[src/rtl/pixel_compositor_pkg.sv]
// Shared constants and types for the sprite-ROM pixel compositor:
// layer/address geometry, transparency key, pixel-divider sequencing and colour split.
package pixel_compositor_pkg;

    localparam int          NUM_LAYERS = 4;
    localparam int          ADDR_W     = 17;
    localparam logic [11:0] KEY_COLOR  = 12'h0F0;

    localparam int PIX_DIV  = 4;
    localparam int LATENCY  = 6;
    localparam int MAX_HITS = 3;
    localparam int NUM_CAND = MAX_HITS + 1;

    localparam int COLOR_W = 12;
    localparam int CH_W    = 4;
    localparam int R_LSB   = 8;
    localparam int G_LSB   = 4;
    localparam int B_LSB   = 0;

    typedef logic [COLOR_W-1:0] color_t;

    localparam int PHASE_W = $clog2(PIX_DIV);
    typedef logic [PHASE_W-1:0] phase_t;
    localparam phase_t PHASE_LAST = phase_t'(PIX_DIV - 1);

endpackage

[src/rtl/pixel_compositor_cand_select.sv]
// Combinational priority picker: returns the indices of the first NUM_HITS set
// bits of obj_hit in ascending order, each with a valid flag.
module cand_select #(
    parameter int NUM_LAYERS = 4,
    parameter int NUM_HITS   = 3,
    parameter int IDX_W      = 2
) (
    input  logic [NUM_LAYERS-1:0]          obj_hit,
    output logic [NUM_HITS-1:0][IDX_W-1:0] hit_idx,
    output logic [NUM_HITS-1:0]            hit_vld
);

    localparam int CNT_W = $clog2(NUM_HITS + 1);

    logic [CNT_W-1:0] n;

    // NOTE: every output of a combinational block gets a default before any
    // conditional assignment, otherwise the tool infers a latch.
    always_comb begin
        hit_idx = '0;
        hit_vld = '0;
        n       = '0;
        for (int i = 0; i < NUM_LAYERS; i++) begin
            if (obj_hit[i] && (n < CNT_W'(NUM_HITS))) begin
                hit_idx[n] = IDX_W'(i);
                hit_vld[n] = 1'b1;
                n          = n + 1'b1;
            end
        end
    end

endmodule

[src/rtl/pixel_compositor.sv]
// Collects per-layer sprite requests, reads the shared sprite ROM over four
// cycles per pixel, resolves priority/colour key and drives registered VGA outputs.
module pixel_compositor #(
    parameter int          NUM_LAYERS = pixel_compositor_pkg::NUM_LAYERS,
    parameter int          ADDR_W     = pixel_compositor_pkg::ADDR_W,
    parameter logic [11:0] KEY_COLOR  = pixel_compositor_pkg::KEY_COLOR
) (
    input  logic                         clk,
    input  logic                         rst_n,
    input  logic                         pclk_en,
    input  logic                         in_active,
    input  logic                         in_hsync,
    input  logic                         in_vsync,
    input  logic [NUM_LAYERS-1:0]        obj_hit,
    input  logic [NUM_LAYERS*ADDR_W-1:0] obj_addr,
    input  logic [ADDR_W-1:0]            bg_addr,
    output logic [ADDR_W-1:0]            rom_addr,
    input  logic [11:0]                  rom_data,
    output logic [3:0]                   vga_r,
    output logic [3:0]                   vga_g,
    output logic [3:0]                   vga_b,
    output logic                         hsync,
    output logic                         vsync
);
    import pixel_compositor_pkg::*;

    localparam int IDX_W = (NUM_LAYERS > 1) ? $clog2(NUM_LAYERS) : 1;

    logic [MAX_HITS-1:0][IDX_W-1:0] hit_idx;
    logic [MAX_HITS-1:0]            hit_vld;

    cand_select #(
        .NUM_LAYERS(NUM_LAYERS),
        .NUM_HITS  (MAX_HITS),
        .IDX_W     (IDX_W)
    ) u_cand_select (
        .obj_hit(obj_hit),
        .hit_idx(hit_idx),
        .hit_vld(hit_vld)
    );

    // Candidate list: first hits in priority order, background fills the rest.
    logic [NUM_CAND-1:0][ADDR_W-1:0] cand_addr;
    logic [NUM_CAND-1:0]             cand_layer;

    always_comb begin
        for (int k = 0; k < NUM_CAND; k++) begin
            cand_addr[k]  = bg_addr;
            cand_layer[k] = 1'b0;
        end
        for (int k = 0; k < MAX_HITS; k++) begin
            cand_layer[k] = hit_vld[k];
            for (int i = 0; i < NUM_LAYERS; i++) begin
                if (hit_vld[k] && (hit_idx[k] == IDX_W'(i)))
                    cand_addr[k] = obj_addr[i*ADDR_W +: ADDR_W];
            end
        end
    end

    logic [NUM_CAND-1:1][ADDR_W-1:0] s_addr;
    logic [NUM_CAND-1:0]             s_layer;
    logic                            s_active, s_hsync, s_vsync;
    logic                            out_active, out_hsync, out_vsync;

    phase_t phase;
    phase_t rd_k;
    logic   in_flight;
    logic   rd_valid;
    logic   rd_layer;
    logic   found;
    color_t winner;
    color_t color_q;

    // NOTE: data-only registers carry no reset; the control flags that
    // qualify them are reset, so their power-up contents are never observed.
    always_ff @(posedge clk) begin
        if (pclk_en) begin
            s_addr   <= cand_addr[NUM_CAND-1:1];
            s_layer  <= cand_layer;
            s_active <= in_active;
            s_hsync  <= in_hsync;
            s_vsync  <= in_vsync;
        end
        // Hand the pixel's flags to the output stage before a new sample can overwrite them.
        if (in_flight && (phase == PHASE_LAST)) begin
            out_active <= s_active;
            out_hsync  <= s_hsync;
            out_vsync  <= s_vsync;
        end
    end

    logic   found_cur, found_nxt;
    color_t win_nxt;

    always_comb begin
        found_cur = found && (rd_k != '0);
        found_nxt = found_cur;
        win_nxt   = winner;
        if (!found_cur && (!rd_layer || (rom_data != KEY_COLOR))) begin
            found_nxt = 1'b1;
            win_nxt   = rom_data;
        end
    end

    // NOTE: state is updated with non-blocking assignments so every register
    // sees the pre-edge value of every other register.
    always_ff @(posedge clk) begin
        if (!rst_n) begin
            phase     <= '0;
            in_flight <= 1'b0;
            rd_valid  <= 1'b0;
            rd_k      <= '0;
            rd_layer  <= 1'b0;
            found     <= 1'b0;
            winner    <= '0;
            rom_addr  <= '0;
            color_q   <= '0;
            hsync     <= 1'b1;
            vsync     <= 1'b1;
        end else begin
            if (pclk_en)
                phase <= '0;
            else if (phase != PHASE_LAST)
                phase <= phase + 1'b1;

            if (pclk_en)
                in_flight <= 1'b1;
            else if (phase == PHASE_LAST)
                in_flight <= 1'b0;

            rd_valid <= in_flight;
            rd_k     <= phase;
            rd_layer <= s_layer[phase];

            if (pclk_en)
                rom_addr <= cand_addr[0];
            else if (in_flight && (phase != PHASE_LAST))
                rom_addr <= s_addr[phase + 1'b1];

            if (rd_valid) begin
                found  <= found_nxt;
                winner <= win_nxt;
            end

            // Slot 3 is always background, so the winner is settled here.
            if (rd_valid && (rd_k == PHASE_LAST)) begin
                color_q <= out_active ? win_nxt : '0;
                hsync   <= out_hsync;
                vsync   <= out_vsync;
            end
        end
    end

    assign vga_r = color_q[R_LSB +: CH_W];
    assign vga_g = color_q[G_LSB +: CH_W];
    assign vga_b = color_q[B_LSB +: CH_W];

endmodule
[config.mk]
export PLATFORM = sky130hd
export DESIGN_NAME = pixel_compositor
export DESIGN_NICKNAME = d
export VERILOG_FILES = /design/src/rtl/pixel_compositor_pkg.sv /design/src/rtl/pixel_compositor_cand_select.sv /design/src/rtl/pixel_compositor.sv
export SDC_FILE = /design/constraint.sdc
export NUM_CORES = 1
export LEC_CHECK = 0
export ABC_AREA = 1
export CAP_MARGIN = 40
export CORE_MARGIN = 2
export CORE_UTILIZATION = 30
export DETAILED_ROUTE_END_ITERATION = 10
export HOLD_SLACK_MARGIN = 0.15
export SLEW_MARGIN = 10
export SYNTH_ARGS = -nofsm -noshare
export SYNTH_HDL_FRONTEND = slang
export SYNTH_SLANG_ARGS = --single-unit
[constraint.sdc]
create_clock -name clk -period 2.2 [get_ports clk]
set_input_delay 0.22 -clock clk [delete_from_list [all_inputs] [get_ports clk]]
set_output_delay 0.22 -clock clk [all_outputs]
set_load 0.005 [all_outputs]
# --- Yosys cells after proc, flatten, opt, wreduce, memory -nomap -nowiden ---
# Index checks and enable logic that the tools add are counted.
classes:
  n_reduce_logical: 33
  eq_ne: 13
  mux: 45
  bitwise_logic: 8
  add_sub_neg: 3
  n_lt_le_gt_ge: 11
op_table:
  columns: ["cell", "count"]
  rows:
  - ["17-bit two-way mux", 15]
  - ["17-bit binary-select mux with 2-bit select", 1]
  - ["12-bit two-way mux", 2]
  - ["1-bit logical AND", 23]
  - ["2-bit == test (second input constant)", 8]
  - ["2-bit demux with 2-bit select", 3]
  - ["2-bit by 3-bit less-than comparator with 1-bit output (second input constant)", 4]
  - ["6-bit two-way mux", 2]
  - ["12-bit by 8-bit != test with 1-bit output (second input constant)", 1]
  - ["2-bit two-way mux", 5]
  - ["1-bit two-way mux", 9]
  - ["3-bit two-way mux", 3]
  - ["1-bit demux with 2-bit select", 3]
  - ["2-bit by 1-bit == test with 1-bit output (second input constant)", 3]
  - ["2-bit logical NOT", 3]
  - ["3-bit OR", 2]
  - ["6-bit OR", 1]
  - ["2-bit nonzero test", 3]
  - ["5-bit two-way mux", 1]
  - ["2-bit by 1-bit adder with 2-bit output (second input constant)", 2]
  - ["2-bit by 1-bit >= comparator with 1-bit output (second input constant)", 2]
  - ["2-bit less-than comparator (second input constant)", 2]
  - ["3-bit AND", 1]
  - ["1-bit by 3-bit less-than comparator with 1-bit output (second input constant)", 1]
  - ["other kinds (12)", 13]
word_totals:
  output_inout_bits: 31
  register_bits: 111
  input_bits: 107
  word_cells: 134

# --- Longest topological paths before layout ---
# Gate-level depths: netlist (run 1).
depth:
  depth_word: 20
  ltp_mapped: 17
  depth_no_buf: 15

# --- Modules after synthesis ---
# From an unflattened synthesis (run 1), not the netlist that was laid out.
unflattened:
  hier_cells: 966
  hier_area_um2: 6877.8
modules_own_cells:
  columns: ["mod", "seq_area_each_um2", "n_inst", "area_per_inst_um2", "cells_per_inst"]
  rows:
  - ["pixel_compositor", 2822.7, 1, 6620.1, 921]
  - ["cand_select", 0.0, 1, 257.7, 45]

# --- Worst setup path after synthesis (run 1) ---
# Ideal clock, no wire load.
synth_path:
  kind: "input to register"
  startpoint: "input obj_hit[0]"
  endpoint: "register s_addr[23] in the netlist's numbering, data pin"
  t_required_ps: 2050
  path_buffers: 1
  setup_time_ps: 150
  cell_stages: 12
  slack_ps: 70
  arrival_time_ps: 1980
  path_cell_list: "inv_1 > fa_1 > inv_1 > nand3_2 > nand2_2 > or2_1 > nand2_4 > inv_2 > nor3_4 > buf_4 > nand2_1 > o211ai_2"
synth_lines:
  columns: ["item", "line_no", "text"]
  rows:
  - ["from (decl)", "pixel_compositor.sv:14", "input logic [NUM_LAYERS-1:0] obj_hit,"]
  - ["to (signal assigned)", "pixel_compositor.sv:78", "s_addr <= cand_addr[NUM_CAND-1:1];"]
  - ["to (decl)", "pixel_compositor.sv:60", "logic [NUM_CAND-1:1][ADDR_W-1:0] s_addr;"]

# --- Final worst setup path (run 1) ---
layout_path:
  startpoint: "input obj_hit[0]"
  endpoint: "register rom_addr[14]"
layout_via:
  elab_chain_cells: 20
  elab_cells_between_ends: 59
  classes_between: "add/sub: 2; order compare: 9; eq/ne: 3; mux: 27; bitwise: 7; reduce/logical: 11"
layout_lines:
  columns: ["item", "line_no", "text"]
  rows:
  - ["1-bit two-way mux", "pixel_compositor_cand_select.sv:24", "if (obj_hit[i] && (n < CNT_W'(NUM_HITS))) begin"]
  - ["1-bit by 2-bit less-than comparator with 1-bit output", "pixel_compositor_cand_select.sv:24", null]
  - ["1-bit logical AND", "pixel_compositor_cand_select.sv:24", null]
  - ["2-bit two-way mux", "pixel_compositor_cand_select.sv:24", null]
  - ["2-bit less-than comparator (tied with other cells)", "pixel_compositor_cand_select.sv:24", null]
  - ["1-bit logical AND, on equally long branches", "pixel_compositor_cand_select.sv:24, pixel_compositor_cand_select.sv:25, pixel_compositor_cand_select.sv:26", null]
  - ["2-bit two-way mux, on equally long branches", "pixel_compositor_cand_select.sv:24, pixel_compositor_cand_select.sv:25", null]
  - ["2-bit by 3-bit less-than comparator with 1-bit output (implied by the code) (tied with other cells)", "pixel_compositor_cand_select.sv:25, pixel_compositor_cand_select.sv:26", null]
  - ["[... 2 more ...]", null, null]
  - ["2-bit demux with 2-bit select / 6-bit two-way mux (equally long branches)", null, null]
  - ["6-bit OR (no source line)", null, null]
  - ["6-bit two-way mux", "pixel_compositor_cand_select.sv:24", null]
  - ["2-bit logical NOT", "pixel_compositor.sv:54", "if (hit_vld[k] && (hit_idx[k] == IDX_W'(i)))"]
  - ["1-bit logical AND", "pixel_compositor.sv:54", null]
  - ["17-bit two-way mux (3 in series)", "pixel_compositor.sv:54", null]
  - ["17-bit two-way mux *", "pixel_compositor.sv:54", null]
  - ["17-bit two-way mux *", "pixel_compositor.sv:135", "if (pclk_en)"]
  - ["to (signal assigned)", "pixel_compositor.sv:136", "rom_addr <= cand_addr[0];"]
  - ["to (signal assigned)", "pixel_compositor.sv:138", "rom_addr <= s_addr[phase + 1'b1];"]
  - ["to (decl)", "pixel_compositor.sv:17", "output logic [ADDR_W-1:0] rom_addr,"]
# Mark *: on every way between the ends. The rest lies on a longest branch, timed or not.
# A chain may end at the register's enable or synchronous reset.

==> results of run 1 <==
critical path, stage by stage:
cell and delay [ns]:
clkbuf_2 0.11, inv_2 0.07, fa_1 0.52, buf_6 0.14, nand2_2 0.06, inv_2 0.05, nand2_2 0.06, nand2_2 0.07
buf_4 0.14, nor2_4 0.24, buf_2 0.21, nand3_1 0.08, nand3_1 0.08, nand2_1 0.05, nand2_1 0.06, nand2_1 0.08
a21oi_1 0.13
logic make-up after synthesis:
family | Yosys count | synth area share [%]
buffers and inverters | 153 | 9.62
AO/OA/AOI/OAI | 276 | 23.7
flip-flops | 111 | 44.0
AND/OR/NAND/NOR | 324 | 21.2
adder cells (fa/ha/maj) | 7 | 1.48
power groups by stage:
stage | Sequential (mW) | Combinational (mW) | Clock (mW)
4_1_cts | 2.46 | 1.37 | 1.78
5_1_grt | 2.47 | 1.55 | 1.87
3_3_place_gp | 2.50 | 1.34 | 0
6_report | 2.45 | 1.40 | 1.75
3_5_place_dp | 2.50 | 1.34 | 0
2_1_floorplan | 2.48 | 0.705 | 0
layer usage:
| metal | GRT usage [%] | up-vias | part of all wire [%] |
|---|---|---|---|
| met5 | 0 | - | 0 |
| met4 | 3.30 | 0 | 0.79 |
| met3 | 3.39 | 8 | 7.2 |
| met2 | 27.5 | 238 | 45 |
| met1 | 25.2 | 2783 | 47 |
| li1 | - | 3224 | - |
state kept, by name, indices dropped and copies added, names as in the netlist, 2 cells and up:
name      flops
s_addr       51
rom_addr     17
color_q      12
winner       12
s_layer       3
phase         2
rd_k          2
cells in the mapped netlist (12+ instances only):
master    number  area [sq um]
a21oi_1      116           581
a31oi_1       17           106
clkbuf_1      33           124
clkinv_1      12          45.0
dfxtp_1       51          1020
edfxtp_1      60          1800
inv_1         83           312
nand2_1      205           769
nand3_1       41           205
nor2_1        58           218
o21ai_0      107           536
o21ai_1       14          70.1
layout by cell type, fill, tap and decap left out, drive strengths merged:
cell type | synthesis | layout
inv | 90 | 94
nand2 | 213 | 213
nor4 | 1 | 1
o41ai | 1 | 1
nand3 | 42 | 42
o21ai | 121 | 121
clkinv | 12 | 14
nor3 | 3 | 3
a21oi | 119 | 119
nor2 | 60 | 60
a31oi | 17 | 17
clkbuf | 33 | 12
buf | 18 | 56
o221ai | 1 | 1
clkdlybuf4s50 | 0 | 133
dfxtp | 51 | 51
edfxtp | 60 | 60
bufinv | 0 | 1
nand4 | 3 | 3
o211ai | 17 | 17
fa | 1 | 1
or2 | 2 | 2
ha | 6 | 6
what timing repair did:
| item | in CTS | in global routing |
|---|---|---|
| setup endpoints to repair | 51 | 27 |
| gates cloned | 1 | 1 |
| pin swaps | 2 | 4 |
| setup buffers | 2 | 2 |
| resized for setup | 14 | 15 |
area by class of cell:
class,count,area [sq um]
multi-input cells,607,3030
clock inverters,7,105
inverters,102,383
fillers,2142,12200
flip-flops and latches,111,2820
well taps,275,344
repair buffers,192,1900
clock buffers,9,225
final timing paths:
check	start	end	slack, ns	cells after the start
worst max register to register	phase[1]	rom_addr[4]	0.53	8
worst min register to register	in_flight	rd_valid	0.45	2
worst max-delay path	obj_hit[0]	rom_addr[14]	0.11	17
worst min-delay path	pclk_en	s_layer[0]	0.22	1
stage by stage:
stage	cell area, sq um	power (mW)	util, %
floorplan	6410	3.18	-
global placement	8360	3.84	39.8
detailed placement	8360	3.84	39.8
CTS	8760	5.60	41.7
global route	8810	5.89	41.9
finish	8810	5.60	41.9
==> impl_results.md, run 1 <==
* Status: finished clean
* CTS Sinks at about 110
* MaxCap Viol Count at 0
* Area growth, synth to finish at 37.4%
* Clock share of power at 31.2%
* Arrival @ worst endpoint at 2.36 ns
* Comb pwr share at roughly a quarter
* Psw at between 1.5 and 2 mW
* Async S/R FF share, synth at 0%
* Largest net degree at the start of global routing at 46
* Crit end category: flop
* Crit-path max FO at 4
* Syn Area/Cell at 7.36 sq um
* Tmin final at 2.09 ns
* Cell variety after synth at 36
* Setup TNS at 0 ns
* Clk_lat worst skew at 0.35 ns
* Die H at 150 um
* Cell-internal power at 3.94 mW
* Overflow after GRT at 0
* Starting Density at 30.5%
* Crit Path Category: input pin to flop
* EDFF count, synth at 60
* Core area at 0.0210 sq mm
* Final hold vios at 0
* Non-Filler Instances at 1303
* Share of post-route cells with drive strength above 1 at 11.8%
* Inserted Clock Buffers at 9
* Drt initial violations at 544
* Nets@finish at 1137
* Clk root buf: clkbuf_16
* PnR worst setup slack at 0.115 ns
* Clk buf depth at 2
* Cell Pwr Density at 636 mW/mm^2
* Hold Slack at 0.219 ns
* Mapped Area at roughly 0.0064 sq mm
* Wirelength per Cell at 15.1 um
* Sequential element share of the synthesized area at 44.0%
* HP Class: input pin to flop
* Vias in the first global route at around 5700
* Post-Syn Nets at 985
* Vias/cell at 4.80
* Final setup vio count at 0
* Die area at 0.0226 sq mm
* Final period util at 94.8%
* Post-route ant nets at 0
* Die Span X at 150 um
* Startpoint Class: input pin
* Sequential share of power at a little over two fifths
* DR pass1 iterations at 6
* Vias at 6253
* CTS tree: built
* Clock skew at 0.0145 ns
* Total GRT Usage at between 15 and 20%
* Max Clk Rate at 0.480 GHz
* DP Worst Slack at -0.598 ns
* Port Buffers at roughly 140
* Dpl hpwl at 14900 um
* Diodes inserted at 0
* Initial antenna violation count at 0
* Placed cell count at 1281
* Worst rel slew slack at about three fifths
* Post-Synthesis Cells at roughly 870
* H-tree levels at 3
* First-pass GRT wire length at 31200 um
* Worst-path clk slew at 0.08 ns
* Worst VDD drop at 355 uV
* Top FF cell, synth: edfxtp_1
* Post-CTS Hold Buffers at 0
* Final wirelength at 19700 um
* Row count at 53
* Synth Register Bits at 111
* Switching Fraction at 29.6%
* IO Pins at 138
* Crit path required time at 2.48 ns
* Max-slew violation count at 0
* Drt drc at 0
* Placer congestion estimate at ~0.9
* Leak at 3.61 nW
* Measured slew at the worst slew-check pin at 0.586 ns
* Synth warnings at 0
(Power assumes the default switching activity.)
==> inputs of run 2 (changes only) <==
--- a/config.mk
+++ b/config.mk
@@ -7,6 +7,7 @@
 export LEC_CHECK = 0
 export ABC_AREA = 1
 export CAP_MARGIN = 40
+export CORE_ASPECT_RATIO = 0.6
 export CORE_MARGIN = 2
 export CORE_UTILIZATION = 30
 export DETAILED_ROUTE_END_ITERATION = 10
==> constraint.sdc (replaced) <==
create_clock -name clk -period 2.2 [get_ports clk]
set_input_delay 0.33 -clock clk [delete_from_list [all_inputs] [get_ports clk]]
set_output_delay 0.33 -clock clk [all_outputs]
set_load 0.005 [all_outputs]
==> run 2 against run 1 <==
  * Register-to-register slack got worse by 0.22 ns
  * First-iteration DRC count increased by 11%
  * Setup slack improved by 0.036 ns
  * Clock skew decreased by 0.0032 ns
  * Via count increased by 6.4%
  * Die area increased by 0.17%
  * Cell count increased by 1.8%
  * Power increased by 0.58%
  * Combinational power increased by 5%
  * Wire length increased by 16%
  * Highest routed layer unchanged
==> impl_results.md, run 2 (same netlist as run 1, synthesis figures left out) <==
* Status: finished clean
* Cell Pwr Density at 636 mW/mm^2
* Switching Fraction at 30.7%
* Post-route ant nets at 0
* Storage cell area at roughly 0.0028 sq mm
* Vias in the first global route at 6037
* Drt initial violations at 606
* Largest register FFs at 51
* Placed cell count at 1304
* Worst-path clk slew at roughly 0.08 ns
* Area growth, synth to finish at 38.1%
* Placer congestion estimate at 0.907
* Initial antenna violation count at 0
* Most common cell after layout, fill and taps aside: nand2_1
* First-pass GRT wire length at 34800 um
* Row count at 41
* Cell-internal power at 3.90 mW
* Share of post-route cells with drive strength above 1 at 13.2%
* Drt drc at 0
* # fillers at 2117
* CTS Sinks at 111
* Tmin final at approximately 2 ns
* Core area at 0.0210 sq mm
* Final wirelength at 22900 um
* Crit Path Category: input pin to flop
* Worst rel slew slack at 44.6%
* Final hold vios at 0
* Worst VDD drop at approximately 380 uV
* Max-slew violation count at 0
* Die area at about 0.023 sq mm
* Clock share of power at 30.5%
* Inserted Clock Buffers at 9
* HP Class: input pin to flop
* Clk_lat worst skew at 0.36 ns
* Final period util at slightly above 90%
* H-tree levels at 3
* Nets@finish at between 1000 and 1500
* Unrepaired setup endpoints after global routing: no
* Port Buffers at 137
* Crit path required time at 2.39 ns
* Reg with most FFs: s_addr
* Starting Density at between 30% and 40%
* Vias at 6651
* Sequential share of power at 43.4%
* Measured slew at the worst slew-check pin at 0.829 ns
* Commonest non-fill, non-tap cells in the layout: nand2_1, clkdlybuf4s50_1, a21oi_1
* DR pass1 iterations at 5
* Comb pwr share at a little over a quarter
* Overflow after GRT at 0
* Die H at 117 um
* Final setup vio count at 0
* MaxCap Viol Count at 0
* Clock skew at ~0.011 ns
* Largest net degree at the start of global routing at between 40 and 50
* Top Registers: s_addr: 51 flops, rom_addr: 17 flops
* CTS tree: built
* Startpoint Class: input pin
* Layout Utilization at 42.2%
* IO Pins at 138
* Crit-path max FO at 5
* Leak at 3.66 nW
* Clk buf depth at 2
* Dpl hpwl at 16600 um
* Max Clk Rate at 0.488 GHz
* Vias/cell at 5.02
* Wirelength per Cell at 17.3 um
* Psw at 1.73 mW
* Hold Slack at 0.360 ns
* Arrival @ worst endpoint at 2.24 ns
* Non-Filler Instances at 1326
* Total GRT Usage at 20.7%
* Crit end category: flop
* Clk root buf: clkbuf_16
* Die Span X at 193 um
* Area of the multi-input gates at 0.00302 sq mm
[run 2: cell type report]
| type | count | share of cell area [%] |
|---|---|---|
| multi-input cells | 607 | 34.1 |
| inverters | 102 | 4.35 |
| diodes | 1 | 0.0283 |
| repair buffers | 210 | 22.3 |
| flip-flops and latches | 111 | 31.9 |
| clock inverters | 5 | 0.579 |
| well taps | 279 | 3.94 |
| clock buffers | 11 | 2.87 |
[run 2: per-stage QoR]
stage               total power, mW  area [sq um]  setup TNS, ns  setup WS [ns]
global route                   5.90          8850              0         0.0417
global placement               3.89          8450         -31.48         -0.705
finish                         5.63          8860              0          0.151
detailed placement             3.90          8450         -33.26         -0.741
floorplan                      3.19          6420         -0.116        -0.0116
CTS                            5.64          8810              0        0.00101
[run 2: critical path: stages]
cell and delay [ns]:
clkbuf_2 0.10, inv_2 0.05, fa_2 0.59, inv_1 0.06
nand3_2 0.08, nand2_2 0.08, or2_1 0.24, nand2_4 0.09
inv_4 0.04, nor3_4 0.24, buf_6 0.19, nand2_1 0.06
o211ai_1 0.09
[run 2: path summary, 6_finish.rpt]
kind	startpoint	endpoint	slack (ns)	cells after the start
min	pclk_en	s_layer[0]	0.36	1
max reg2reg	phase[1]	rom_addr[12]	0.31	8
min reg2reg	s_vsync	out_vsync	0.42	0
max	obj_hit[0]	s_addr[18]	0.15	13
[run 2: power by group through the flow]
stage	logic [mW]	clock network, mW	registers (mW)
detailed placement	1.41	0	2.49
global route	1.61	1.83	2.46
CTS	1.43	1.76	2.45
finish	1.47	1.72	2.45
floorplan	0.709	0	2.48
global placement	1.40	0	2.49
[run 2: repair_timing]
action | CTS | global route
buffers inserted | 3 | 1
gates cloned | 1 | 0
resized for setup | 17 | 18
pin swaps | 5 | 4
hold buffers | 0 | 0
endpoints found under the setup margin | 51 | 51
endpoints found under the hold margin | 0 | 0
[run 2: routing by layer]
layer / share of wire, % / track usage, % / wire length, um
met5: 0 / 0 / 0
met4: 1.1 / 4.63 / 248
met3: 11 / 5.16 / 2420
met2: 41 / 29.4 / 9350
met1: 48 / 31.0 / 10900
==> inputs of run 3 (changes only) <==
--- a/config.mk
+++ b/config.mk
@@ -12,7 +12,6 @@
 export CORE_UTILIZATION = 30
 export DETAILED_ROUTE_END_ITERATION = 10
 export HOLD_SLACK_MARGIN = 0.15
-export SLEW_MARGIN = 10
 export SYNTH_ARGS = -nofsm -noshare
 export SYNTH_HDL_FRONTEND = slang
 export SYNTH_SLANG_ARGS = --single-unit
==> results of run 3 <==
Final layout, timing and power as in run 2 (identical DEF).
==> RTL change 1: new RTL, config.mk and constraints of run 3 <==
Register the outputs `vga_r`, `vga_g` and `vga_b`, with the module's reset; this adds one clock of latency there. The other outputs are not delayed to match.
--- a/src/rtl/pixel_compositor.sv
+++ b/src/rtl/pixel_compositor.sv
@@ -151,8 +151,16 @@
         end
     end
 
-    assign vga_r = color_q[R_LSB +: CH_W];
-    assign vga_g = color_q[G_LSB +: CH_W];
-    assign vga_b = color_q[B_LSB +: CH_W];
+    always_ff @(posedge clk) begin
+        if (!rst_n) begin
+            vga_r <= '0;
+            vga_g <= '0;
+            vga_b <= '0;
+        end else begin
+            vga_r <= color_q[R_LSB +: CH_W];
+            vga_g <= color_q[G_LSB +: CH_W];
+            vga_b <= color_q[B_LSB +: CH_W];
+        end
+    end
 
 endmodule
Function: changed (a bounded check fails within 10 cycles, from zero or initial values and one cycle with rst_n low).
==> RTL change 1 against run 3 <==
- area after synthesis is 5.7% higher
- first-iteration DRC count is 31% higher
- total power is 23% higher
- clock skew is 0.00053 ns higher
- global-route usage is 0.26 points lower
- sequential power is 9.4% higher
- sequential cell count is 12 higher
- cell count is 4.5% higher
- maximum frequency is 0.32% lower
- setup slack worse by 0.0067 ns
- via count is 3.7% higher
- wire length is 5.0% higher
- core utilization is 1.0 points higher
- design area is 8.0% higher
- largest power group unchanged
==> RTL change 1: results <==
metrics = {
    "outcome": {
        "status": "completed",
    },
    "placement": {
        "hpwl_um": 17320,
        "dp_cells": 1344,
        "post-place-ws_ns": -0.6537,
        "globalplace.congestion": 0.9174,
    },
    "cells_and_area": {
        "drive_gt1_share_pct": 14.76,
        "layout.cells.non_filler": 1386,
        "nets": 1178,
        "nFillCells": 2198,
    },
    "worst_setup_path": {
        "cp.arrival_ns": 2.36,
        "crit_fanout": 8,
    },
    "yosys": {
        "yosys-top-cells-area": "edfxtp_1 (27%), dfxtp_1 (19%), nand2_1 (12%)",
        "synthCells": 885,
        "ys.flop_type": "dfxtp_1",
        "syn-num-nets": 999,
    },
    "routing": {
        "initialDrtViolationCount": 792,
        "drt_first_pass_iters": 8,
        "drt_wl_total_um": 24080,
    },
    "pwr": {
        "p_sw_uw": 2103,
        "p_leak_uw": 0.004049,
    },
    "cts": {
        "cts_buffers": 17,
        "clk_pin_slew_ns": 0.06,
        "worst_skew_pair.late_latency_ns": 0.41,
    },
    "global_routing": {
        "grt_pass1_vias": 6590,
        "grt_pass1_wl_um": 37000,
    },
    "min_path": {
        "hp-start": "rst_n",
    },
    "sta": {
        "relSlewSlack_pct": 60.09,
        "clock_skew_ns": 0.01181,
    },
}
[RTL change 1: stage by stage]
step | hold WS, ns | util, % | instance area [um2] | power, uW
global route | 0.2725 | 43.22 | 9562 | 7222
global placement | 0.4052 | 40.02 | 8853 | 4203
detailed placement | 0.4056 | 40.02 | 8853 | 4211
finish | 0.2767 | 43.23 | 9564 | 6936
CTS | 0.2581 | 42.78 | 9465 | 6881
floorplan | 0.4003 | - | 6783 | 3468
[RTL change 1: logic make-up after synthesis]
family | count (synthesis) | share of synthesized area, %
compound gates | 215 | 18.18
buf+inv | 131 | 8.378
fa+ha+maj | 7 | 1.402
simple gates | 409 | 26.87
flops | 123 | 45.17
[RTL change 1: path summary, 6_finish.rpt]
path	endpoint	cells past startpoint	slack (ns)
worst min-delay path	vsync$_SDFFE_PN1P_	2	0.28
worst max-delay path	rom_addr[1]$_SDFFE_PN0P_	16	0.14
worst max register to register	rom_addr[11]$_SDFFE_PN0P_	7	0.48
worst min register to register	out_active$_DFFE_PP_	0	0.42
[RTL change 1: layer usage]
metal  part of all wire, %  GRT usage [%]
met2                    43          30.15
met3                   8.0          3.515
met4                   1.3          6.156
met1                    48          30.18
met5                     0              0
[RTL change 1: final cells by class]
| type | count | share of cell area [%] |
|---|---|---|
| antenna | 1 | 0.02616 |
| clock buffer | 19 | 4.749 |
| clock inverter | 13 | 1.099 |
| inverter | 79 | 3.127 |
| multi-input combinational | 631 | 33.27 |
| sequential | 123 | 32.03 |
| tap | 308 | 4.029 |
| timing repair buffer | 212 | 21.68 |
[RTL change 1: power groups by stage]
stage                     Combinational (uW)  Clock, uW  Sequential, uW
after floorplan                          758          0            2710
after global placement                  1470          0            2730
after detailed placement                1480          0            2730
after CTS                               1500       2700            2680
after global routing                    1720       2800            2700
final                                   1580       2680            2680
[RTL change 1: what timing repair did]
action	CTS	global route
resized for setup	10	16
gates cloned	1	2
pin swaps	5	8
endpoints found under the setup margin	51	25
setup buffers	3	3
[RTL change 1: critical path, stage by stage]
cell and delay [ns]:
clkbuf_2 0.10, inv_2 0.05, fa_1 0.52, nand2_2 0.11, inv_2 0.06, nand2_1 0.08, nand2_2 0.11, nor2_8 0.18
inv_2 0.08, nor2_8 0.21, buf_12 0.16, nor2_1 0.04, nand2_1 0.12, nand2_1 0.08, nand2_1 0.07, a21oi_1 0.05
==> RTL change 2: new RTL, settings of run 3 <==
Without the edit above. `ADDR_W`: 17 -> 34.
--- a/src/rtl/pixel_compositor_pkg.sv
+++ b/src/rtl/pixel_compositor_pkg.sv
@@ -3,7 +3,7 @@
 package pixel_compositor_pkg;
 
     localparam int          NUM_LAYERS = 4;
-    localparam int          ADDR_W     = 17;
+    localparam int          ADDR_W     = 34;
     localparam logic [11:0] KEY_COLOR  = 12'h0F0;
 
     localparam int PIX_DIV  = 4;
Ports: changed (resized bg_addr, obj_addr and rom_addr); port bits go from 138 to 240. No check against the original RTL was run, so the function may have changed too.
==> RTL change 2 against run 3 <==
- sequential cell count is 68 higher
- sequential share of layout area fell by 1.0 points
- sequential power increased by 65%
- first-iteration DRC count grew to 2.7 times the old value
- setup slack worse by 0.095 ns
- highest routed layer unchanged
- area after synthesis increased by 67%
- total power increased by 78%
- design area rose by 72%
- wire length grew 110%
- die area is 65% higher
- via count increased by 78%
- clock skew down 0.0011 ns
==> RTL change 2: results <==
metrics = {
    "outcome": {
        "status": "completed",
    },
    "cells_and_area": {
        "diodes": 0,
        "final-clk-cell-share_pct": 3.809,
        "reg.largest.list": "s_addr: 102 flops, rom_addr: 34 flops",
        "final-seq-area_um2": 4696,
        "multi_input_area_um2": 5130,
        "nets": 1933,
        "drive_gt1_share_pct": 10.93,
        "buffer_area_share_pct": 23.96,
        "inverters_excl_clock": 153,
        "multi_input_gates": 1049,
        "clock_buffers": 20,
    },
    "sta": {
        "clock_skew_ns": 0.01022,
        "worst_pin_slew_ns": 0.9039,
        "finalHoldWorstSlack_ns": 0.2689,
    },
    "worst_setup_path": {
        "cp.arrival_ns": 2.48,
        "rr_endpoint": "rom_addr[19]$_SDFFE_PN0P_",
        "crit_end": "rom_addr[27]$_SDFFE_PN0P_",
        "crit_fanout": 6,
        "reg2reg_depth": 7,
    },
    "routing": {
        "met3_length_um": 5166,
        "initialDrtViolationCount": 1665,
        "wl_per_cell_um": 21.61,
        "drt_first_pass_iters": 8,
        "drt-met1-wl_um": 21020,
    },
    "yosys": {
        "synth_adder_area_share_pct": 0.8872,
        "syn-num-nets": 1687,
        "synth_cell_types": 34,
        "synth-compound-area-share_pct": 24.64,
        "yosys-top-cells-area": "edfxtp_1 (31%), dfxtp_1 (13%), nand2_1 (13%)",
        "synth-seq-area-share_pct": 43.80,
        "ys_top_cells_by_count": "nand2_1 (360), a21oi_1 (201), o21ai_0 (182), inv_1 (137), edfxtp_1 (111)",
    },
    "global_routing": {
        "use_met3_pct": 5.579,
        "grt_pass1_wl_um": 67370,
        "grt_pass1_vias": 11080,
        "gr-usage-met1_pct": 34.36,
        "grt_usage_pct": 24.36,
        "grt_use_met2_pct": 37.28,
        "grt_max_degree": 69,
    },
    "cts": {
        "h-tree-depth": 4,
        "worst_skew_pair.late_latency_ns": 0.45,
        "cts_buffers": 17,
        "cts_num_sinks": 179,
    },
    "placement": {
        "globalplace.congestion": 0.8702,
        "port_buffers": 239,
        "hpwl_um": 29540,
    },
    "min_path": {
        "min_delay_worst_endpoint": "s_addr[91]$_DFFE_PP_",
    },
    "pwr": {
        "peakVddDrop_mv": 0.5291,
    },
}
-- RTL change 2: changes by cell type in the layout (fill, tap and decap cells not counted), sizes merged, moves of 17 or more --
cell                  run 3  this run
a21oi                   119       204
a31oi                    17        34
clkdlybuf4s50           133       234
dfxtp                    51        68
edfxtp                   60       111
inv                      95       152
nand2                   213       366
nand3                    42        76
nor2                     60        94
o211ai                   17        34
o21ai                   121       223
-- RTL change 2: per-stage QoR --
step                power, uW  worst slack, ns  cell area (um2)  instances
floorplan                5347         -0.03013            10730       1488
global placement         6633          -0.6685            14020       2157
detailed placement       6685          -0.7532            14070       2159
CTS                      9824         0.005030            14790       2199
global route            10450         -0.02373            15210       2214
finish                  10030          0.05594            15210       2214
-- RTL change 2: where the power goes --
part           internal, uW  leakage [uW]  total (uW)  switching, uW
clock network          1630      0.000293        3110           1480
registers              3940       0.00164        4050            109
logic                  1230       0.00419        2870           1640
